`config.mk`:
```
export PLATFORM = sky130hd
export DESIGN_NAME = aes_uart_host
export DESIGN_NICKNAME = d
export VERILOG_FILES = /design/src/rtl/aes_uart_host_pkg.sv /design/src/rtl/serial_rx.sv /design/src/rtl/serial_tx.sv /design/src/rtl/aes_uart_host.sv
export SDC_FILE = /design/constraint.sdc
export NUM_CORES = 1
export LEC_CHECK = 0
export ABC_AREA = 1
export ABC_CLOCK_PERIOD_IN_PS = 25700
export BUFFER_PORTS_ARGS = -buffer_cell sky130_fd_sc_hd__clkbuf_2
export CORE_UTILIZATION = 55
export DETAILED_ROUTE_END_ITERATION = 16
export PLACE_DENSITY = 0.77
export SYNTH_ARGS = -nofsm -noshare
export SYNTH_HDL_FRONTEND = slang
export SYNTH_SLANG_ARGS = --single-unit
```
`constraint.sdc`:
```
create_clock -name clk -period 25.7 [get_ports clk]
set_input_delay 3.855 -clock clk [delete_from_list [all_inputs] [get_ports clk]]
set_output_delay 3.855 -clock clk [all_outputs]
set_load 0.03 [all_outputs]
```
`src/rtl/aes_uart_host_pkg.sv`:
```
// Shared frame lengths and host FSM encoding for the AES UART host.
package aes_uart_host_pkg;

  localparam int unsigned REQ_BYTES = 48;
  localparam int unsigned RSP_BYTES = 16;

  typedef enum logic [2:0] {
    StIdle,
    StSend,
    StWaitTx,
    StRecv,
    StDone
  } host_state_e;

endpackage

```
`src/rtl/serial_rx.sv`:
```
// 8N1 UART receiver; samples each bit at its centre and pulses new_data_o after the stop bit centre.
module serial_rx #(
  parameter int unsigned CLK_PER_BIT = 100
) (
  input  logic       clk,
  input  logic       rst,
  input  logic       rx_i,
  output logic [7:0] data_o,
  output logic       new_data_o
);

  typedef enum logic [1:0] {RxIdle, RxStart, RxData, RxStop} rx_state_e;

  localparam int unsigned CtrW = $clog2(CLK_PER_BIT + 1);
  localparam logic [CtrW-1:0] BitEnd  = CtrW'(CLK_PER_BIT - 1);
  localparam logic [CtrW-1:0] HalfBit = CtrW'(CLK_PER_BIT / 2 - 1);

  rx_state_e       state_q, state_d;
  logic [CtrW-1:0] ctr_q, ctr_d;
  logic [2:0]      bit_q, bit_d;
  logic [7:0]      data_q, data_d;
  logic            new_q, new_d;
  logic [1:0]      sync_q;
  logic            rx_s;

  assign rx_s = sync_q[1];

  always_ff @(posedge clk or posedge rst) begin
    if (rst) begin
      sync_q  <= 2'b11;
      state_q <= RxIdle;
      ctr_q   <= '0;
      bit_q   <= '0;
      data_q  <= '0;
      new_q   <= 1'b0;
    end else begin
      sync_q  <= {sync_q[0], rx_i};
      state_q <= state_d;
      ctr_q   <= ctr_d;
      bit_q   <= bit_d;
      data_q  <= data_d;
      new_q   <= new_d;
    end
  end

  always_comb begin
    state_d = state_q;
    ctr_d   = ctr_q;
    bit_d   = bit_q;
    data_d  = data_q;
    new_d   = 1'b0;
    unique case (state_q)
      RxIdle: begin
        if (!rx_s) begin
          ctr_d   = '0;
          state_d = RxStart;
        end
      end
      RxStart: begin
        ctr_d = ctr_q + CtrW'(1);
        // A start bit that has gone high again by its centre was a glitch.
        if (ctr_q == HalfBit) begin
          ctr_d   = '0;
          bit_d   = '0;
          state_d = rx_s ? RxIdle : RxData;
        end
      end
      RxData: begin
        ctr_d = ctr_q + CtrW'(1);
        if (ctr_q == BitEnd) begin
          ctr_d  = '0;
          bit_d  = bit_q + 3'd1;
          data_d = {rx_s, data_q[7:1]};
          if (bit_q == 3'd7) begin
            state_d = RxStop;
          end
        end
      end
      RxStop: begin
        ctr_d = ctr_q + CtrW'(1);
        if (ctr_q == BitEnd) begin
          new_d   = 1'b1;
          state_d = RxIdle;
        end
      end
      default: state_d = RxIdle;
    endcase
  end

  assign data_o     = data_q;
  assign new_data_o = new_q;

endmodule

```
`src/rtl/serial_tx.sv`:
```
// 8N1 UART transmitter; one bit lasts CLK_PER_BIT clock cycles.
module serial_tx #(
  parameter int unsigned CLK_PER_BIT = 100
) (
  input  logic       clk,
  input  logic       rst,
  input  logic       block_i,
  input  logic [7:0] data_i,
  input  logic       new_data_i,
  output logic       tx_o,
  output logic       busy_o
);

  typedef enum logic [1:0] {TxIdle, TxStart, TxData, TxStop} tx_state_e;

  localparam int unsigned CtrW = $clog2(CLK_PER_BIT + 1);
  localparam logic [CtrW-1:0] BitEnd = CtrW'(CLK_PER_BIT - 1);

  tx_state_e       state_q, state_d;
  logic [CtrW-1:0] ctr_q, ctr_d;
  logic [2:0]      bit_q, bit_d;
  logic [7:0]      data_q, data_d;
  logic            tx_q, tx_d;

  always_ff @(posedge clk or posedge rst) begin
    if (rst) begin
      state_q <= TxIdle;
      ctr_q   <= '0;
      bit_q   <= '0;
      data_q  <= '0;
      tx_q    <= 1'b1;
    end else begin
      state_q <= state_d;
      ctr_q   <= ctr_d;
      bit_q   <= bit_d;
      data_q  <= data_d;
      tx_q    <= tx_d;
    end
  end

  always_comb begin
    state_d = state_q;
    ctr_d   = ctr_q;
    bit_d   = bit_q;
    data_d  = data_q;
    tx_d    = tx_q;
    unique case (state_q)
      TxIdle: begin
        tx_d = 1'b1;
        if (new_data_i && !block_i) begin
          data_d  = data_i;
          ctr_d   = '0;
          bit_d   = '0;
          tx_d    = 1'b0;
          state_d = TxStart;
        end
      end
      TxStart: begin
        ctr_d = ctr_q + CtrW'(1);
        if (ctr_q == BitEnd) begin
          ctr_d   = '0;
          tx_d    = data_q[0];
          state_d = TxData;
        end
      end
      TxData: begin
        ctr_d = ctr_q + CtrW'(1);
        if (ctr_q == BitEnd) begin
          ctr_d  = '0;
          bit_d  = bit_q + 3'd1;
          data_d = {1'b0, data_q[7:1]};
          tx_d   = data_q[1];
          if (bit_q == 3'd7) begin
            tx_d    = 1'b1;
            state_d = TxStop;
          end
        end
      end
      TxStop: begin
        ctr_d = ctr_q + CtrW'(1);
        if (ctr_q == BitEnd) begin
          state_d = TxIdle;
        end
      end
      default: state_d = TxIdle;
    endcase
  end

  assign tx_o   = tx_q;
  assign busy_o = block_i || (state_q != TxIdle);

endmodule

```
`src/rtl/aes_uart_host.sv`:
```
// Host that ships a 48-byte key+plaintext frame over UART and collects the 16-byte ciphertext reply.
module aes_uart_host
  import aes_uart_host_pkg::*;
#(
  parameter int unsigned TIMEOUT_CYCLES = 2000000,
  parameter int unsigned CLK_PER_BIT    = 100
) (
  input  logic         clk,
  input  logic         rst,
  input  logic         start,
  input  logic [255:0] key_in,
  input  logic [127:0] text_in,
  output logic         busy,
  output logic [127:0] text_out,
  output logic         done,
  output logic         error,
  output logic         tx,
  input  logic         rx
);

  localparam int unsigned TimerW = $clog2(TIMEOUT_CYCLES + 1);
  localparam logic [TimerW-1:0] TimerMax = TimerW'(TIMEOUT_CYCLES - 1);

  host_state_e               state_q, state_d;
  logic [REQ_BYTES-1:0][7:0] shadow_q, shadow_d;
  logic [RSP_BYTES-1:0][7:0] text_q, text_d;
  logic [5:0]                tx_cnt_q, tx_cnt_d;
  logic [4:0]                rx_cnt_q, rx_cnt_d;
  logic [TimerW-1:0]         timer_q, timer_d;
  logic                      error_q, error_d;

  logic       tx_busy;
  logic       tx_new;
  logic [7:0] tx_byte;
  logic       rx_new;
  logic [7:0] rx_byte;

  serial_tx #(
    .CLK_PER_BIT(CLK_PER_BIT)
  ) u_serial_tx (
    .clk       (clk),
    .rst       (rst),
    .block_i   (1'b0),
    .data_i    (tx_byte),
    .new_data_i(tx_new),
    .tx_o      (tx),
    .busy_o    (tx_busy)
  );

  serial_rx #(
    .CLK_PER_BIT(CLK_PER_BIT)
  ) u_serial_rx (
    .clk       (clk),
    .rst       (rst),
    .rx_i      (rx),
    .data_o    (rx_byte),
    .new_data_o(rx_new)
  );

  always_ff @(posedge clk or posedge rst) begin
    if (rst) begin
      state_q  <= StIdle;
      shadow_q <= '0;
      text_q   <= '0;
      tx_cnt_q <= '0;
      rx_cnt_q <= '0;
      timer_q  <= '0;
      error_q  <= 1'b0;
    end else begin
      state_q  <= state_d;
      shadow_q <= shadow_d;
      text_q   <= text_d;
      tx_cnt_q <= tx_cnt_d;
      rx_cnt_q <= rx_cnt_d;
      timer_q  <= timer_d;
      error_q  <= error_d;
    end
  end

  always_comb begin
    state_d  = state_q;
    shadow_d = shadow_q;
    text_d   = text_q;
    tx_cnt_d = tx_cnt_q;
    rx_cnt_d = rx_cnt_q;
    timer_d  = timer_q;
    error_d  = error_q;
    tx_new   = 1'b0;
    tx_byte  = '0;
    unique case (state_q)
      StIdle: begin
        if (start) begin
          shadow_d = {text_in, key_in};
          tx_cnt_d = '0;
          rx_cnt_d = '0;
          timer_d  = '0;
          error_d  = 1'b0;
          state_d  = StSend;
        end
      end
      StSend: begin
        if (!tx_busy) begin
          tx_new   = 1'b1;
          tx_byte  = shadow_q[tx_cnt_q];
          tx_cnt_d = tx_cnt_q + 6'd1;
          state_d  = StWaitTx;
        end
      end
      StWaitTx: begin
        // The transmitter raises busy on the edge that accepts the byte, so this
        // state always lasts at least one cycle.
        if (!tx_busy) begin
          state_d = (tx_cnt_q < 6'(REQ_BYTES)) ? StSend : StRecv;
        end
      end
      StRecv: begin
        if (rx_new) begin
          text_d[rx_cnt_q[3:0]] = rx_byte;
          rx_cnt_d = rx_cnt_q + 5'd1;
          timer_d  = '0;
          if (rx_cnt_q == 5'(RSP_BYTES - 1)) begin
            state_d = StDone;
          end
        end else if (timer_q == TimerMax) begin
          error_d = 1'b1;
          state_d = StDone;
        end else begin
          timer_d = timer_q + TimerW'(1);
        end
      end
      StDone: state_d = StIdle;
      default: state_d = StIdle;
    endcase
  end

  assign busy     = (state_q != StIdle);
  assign done     = (state_q == StDone);
  assign error    = error_q;
  assign text_out = text_q;

endmodule

```
Yosys cells after proc, flatten, opt, wreduce, memory -nomap -nowiden
Cells that the tools add are included.
- memory bits (read-only): 0
- logic and storage cells: 219
- output and inout bits: 132
- latch bits: 0
- bits in registers: 592
- memory bits (writable): 0
- bits of input ports: 388
- memories kept: 0
- bitwise operators: 0
- divide/modulo/power cells: 0
- shifts and indexed selects: 0
- $mul: 0
- magnitude comparators: 4
- multiplexer cells: 67
- eq/ne operators: 36
- add/sub/neg operators: 7
- reductions and logical operators: 25
- operators by type and width (cell ; number):
    bitwise mux 128 bit ; 1
    two-way mux 21 bit ; 3
    binary-select mux 8 bit (select 6 bit) ; 1
    two-way mux 8 bit ; 6
    case mux 21 bit (2 select lines) ; 1
    two-way mux 7 bit ; 5
    demux 8 bit (select 4 bit) ; 1
    two-way mux 3 bit ; 10
    case mux 7 bit (4 select lines) ; 1
    two-way mux 2 bit ; 12
    adder 21 x 1 -> 21 bit (second input constant) ; 1
    == test 21 bit (second input constant) ; 1
    case mux 7 bit (3 select lines) ; 1
    inequality test 2 x 1 -> 1 bit (second input constant) ; 9
    AND reduction 3 bit ; 6
    case mux 2 bit (4 select lines) ; 2
    case mux 8 bit (2 select lines) ; 1
    AND reduction 5 bit ; 3
    adder 7 x 1 -> 7 bit (second input constant) ; 2
    == test 7 bit (second input constant) ; 2
    inequality test 2 bit (second input constant) ; 7
    two-way mux 6 bit ; 2
    case mux 3 bit (2 select lines) ; 2
    case mux 3 bit (4 select lines) ; 1
    other kinds (30) ; 58

Depth between registers and ports, before layout
- word-level depth: 6
- gate-level depth with buffers: 14
- mapped depth without buffers: 12

Modules after synthesis
From an unflattened synthesis, not the netlist that was laid out.
- cell total of the unflattened synthesis: 3526
- area, all modules: 27810.4 sq um
- modules (own cells, without submodules) (module ; area each (sq um) ; instances ; seq. area each (sq um) ; cells an instance):
    aes_uart_host ; 25305.5 ; 1 ; 13713.2 ; 3217
    serial_tx ; 1302.5 ; 1 ; 526.8 ; 174
    serial_rx ; 1202.4 ; 1 ; 578.1 ; 135

Least setup slack after synthesis
OpenSTA, ideal clock, no wires.
- kind: input to register
- from: input port start
- to: register tx_cnt_q[4]
- buffers on the path: 0
- library setup time: 133 ps
- data required time: 25567 ps
- stages: 9
- path slack: 20778 ps
- arrival time: 4789 ps
- cell sequence: inv_1 > nand3_1 > nand2_1 > a21oi_1 > inv_1 > nor3_1 > nand2_1 > nor2_1 > nor3_1
- word-level cells in the longest chain between the ends: 2
- RTL lines (what ; line ; text):
    start: declaration ; aes_uart_host.sv:10 ; input logic start,
    inequality test 2 bit (no source line) ; -- ;
    AND reduction 3 bit (no source line) ; -- ;
    end signal: assignment ; aes_uart_host.sv:73 ; tx_cnt_q <= tx_cnt_d;
    end: declaration ; aes_uart_host.sv:27 ; logic [5:0] tx_cnt_q, tx_cnt_d;
Every way passes these cells.
A chain may end at the register's enable or synchronous reset.

Worst setup path in the final report
- from: input port start
- to: register shadow_q[304] in the netlist's numbering
- word-level cells in the longest chain between the ends: 1
- RTL lines (what ; line ; text):
    AND reduction 2 bit (no source line) ; -- ;
    end signal: assignment ; aes_uart_host.sv:71 ; shadow_q <= shadow_d;
    end: declaration ; aes_uart_host.sv:25 ; logic [REQ_BYTES-1:0][7:0] shadow_q, shadow_d;
Every way passes these cells.

==> out/results.ini <==
[run_status]
status = finished, final reports clean

[route]
wirelength_um = 80390
ant_nets = 0
drc_errors = 0
vias_per_cell = 5.480
drt-wirelength-per-cell_um = 17.95
firstDrtPassIters = 6
vias = 24540
drt_iter0_drc = 2597

[die]
dieArea_um2 = 49820
die_h_um = 223.2
rows = 80
die_x_um = 223.2
start_util_pct = 56.01
ios = 520
fp.coreArea_um2 = 48050

[sta]
setup_viol = 0
hold_viol_final = 0
tns_ns = 0
timing.hold.ws_ns = 0.3653
rsz0062_at_grt = false
slew_headroom_pct = 24.55
tightest_slew_ns = 1.132
max_freq_mhz = 169.9
slew_violations = 0
period_share_pct = 22.91
fin_worst_skew_ns = 0.04079
fin_crit_ns = 5.887

[clock_tree]
cts_max_path_buffers = 3
numCtsBuffers = 59
path_clk_slew_ns = 0.06
cts_tree = done
cts_resized = 0
htreeDepth = 2
cts_setup_buffers = 0
cts_hold_repair.buffers = 0
cts_root_buf = clkbuf_16
insertion_delay_ns = 0.64
cts_sinks = 592

[grt]
grt_pass1_wl_um = 126200
grt_overflow = 0
antenna_found_initial = 9
grt_usage_pct = 32.29
grt_max_degree = 229
grt_pass1_vias = 23410

[logic_synthesis]
synth_seq_area_share_pct = 55.06
yosysUniqueCellTypes = 43
yosys_warnings = 0
synth_fp_nets = 3823
syn_avg_cell_area_um2 = 7.892
synthesis.area_um2 = 26910
synth_ff_type = dfrtp_1
async_flop_share_pct = 100.0
synth_edf_count = 0
ys_ff_latch = 592
synth_cells = 3410

[pwr]
finalPower_mw = 2.024
p_leak_nw = 16.87
power.density_nw_per_um2 = 63.67
vdd_drop_max_mv = 0.05555

[placed_design]
place_congestion = 0.8951
hpwl_um = 52290
port_buffers = 519
dp.cells = 4360

[cells_and_area]
finalNonFillerCells = 4478
layout_commonest_cell = nand2_1
final_nets = 4219
area_growth_pct = 18.14
drive_gt1_share_pct = 17.12
post-route-util_pct = 66.17
final_cell_mix = 1,607 x nand2_1, 586 x dfrtp_1, 519 x clkbuf_2

[critical_path]
critPathKind = input pin to register
r2r_start = tx_cnt_q[0]$_DFFE_PP0P_
required_ns = 26.23
rr_endpoint = u_serial_tx.data_q[1]$_DFFE_PP0P_
r2r_cells = 13
cp-end-kind = register
cp-start-kind = input pin
cp_max_fo = 228
r2r_slack_ns = 21.94
cp-startpoint = start
arrival_ns = 6.42

[run]
cap_violations = 0

[hold_path]
hold_class = register to register
worstHoldStart = u_serial_rx.sync_q[0]$_DFF_PP1_
hold_depth = 0
worstHoldEndpoint = u_serial_rx.sync_q[1]$_DFF_PP1_

==> per-stage QoR <==
stage | setup slack (ns) | cell area, um^2
floorplan | 5.282 | 26910
global placement | 19.41 | 29680
detailed placement | 19.34 | 29680
CTS | 19.90 | 31770
global route | 19.65 | 31790
finish | 19.81 | 31790
==> area by class of cell <==
type	instances	area, um^2
Clock inverter	25	391.6
Multi-Input combinational cell	2470	10730
Inverter	147	573.1
Clock buffer	85	1704
Fill cell	4132	16250
Sequential cell	592	14830
Antenna cell	8	20.02
Timing Repair Buffer	536	2775
Tap cell	615	769.5
==> worst max-delay path, stage by stage <==
cell and delay (ns):
clkbuf_2 0.08, inv_1 0.06, nor2_4 0.20, buf_12 0.63, buf_4 0.98, nand2_1 0.16
o21ai_0 0.14
==> power breakdown <==
part | total [mW] | internal [mW] | switching, mW
Combinational | 0.117 | 0.0441 | 0.0726
Sequential | 0.983 | 0.966 | 0.0169
Clock | 0.925 | 0.544 | 0.380
Total | 2.02 | 1.55 | 0.470
==> worst max-delay path by stage <==
stage                                       endpoint  slack, ns
after global placement     shadow_q[292]$_DFFE_PP0P_      19.41
after floorplan           asynchronous set/reset pin       5.28
after CTS                                       busy      19.90
final                      shadow_q[304]$_DFFE_PP0P_      19.81
after global routing       shadow_q[302]$_DFFE_PP0P_      19.65
after detailed placement   shadow_q[293]$_DFFE_PP0P_      19.34
==> state kept, by name (all words and copies together) (netlist names), named ones only <==
name and count:
error 1, rx_cnt_q 5, shadow_q 384, state_q 3, text_out 128, timer_q 21
tx_cnt_q 6, u_serial_rx.bit_q 3, u_serial_rx.ctr_q 7, u_serial_rx.data_o 8, u_serial_rx.new_data_o 1, u_serial_rx.state_q 1
u_serial_rx.sync_q 2, u_serial_tx.bit_q 3, u_serial_tx.ctr_q 7, u_serial_tx.data_q 8, u_serial_tx.state_q 2, u_serial_tx.tx_o 1
==> kinds of logic (layout without fill, tap and decap cells) <==
family	count (synthesis)	count (layout)	share of synthesized area, %
adders and majority gates	25	25	1.162
AOI/OAI and AO/OA	392	392	7.774
and+or+nand+nor	2037	2037	30.43
buffers and inverters	348	793	5.054
other	0	8	0
xor gates and xnor gates	16	16	0.5207
DFF	592	592	55.06
==> Yosys cell counts, drive strengths merged (2+ instances only) <==
library cell     n  area, um^2
o211ai          21       157.7
o2111ai          2       17.52
inv            146       550.5
xor2            16       140.1
nand3          288        1446
o22ai            2       12.51
buf             49       235.2
nor2            90       381.6
nor3            22       132.6
nor3b            5       37.54
and3             3       18.77
dfstp            3       78.83
o31ai            5       37.54
o221ai           4       35.03
ha              25       312.8
dfrtp          589       14740
a21o             2       15.01
nor4             3       18.77
nand2         1608        6038
o32ai            5       43.79
a21oi           84       424.2
o21ai          263        1316
nand4           17       106.4
clkbuf         152       570.6
==> routing by layer <==
layer,part of all wire [%],global-route usage [%]
met5,0.024,0
met3,6.6,5.189
met2,46,50.36
met4,4.3,14.55
met1,43,44.72
Note: power is estimated with default switching activity, not from simulation.
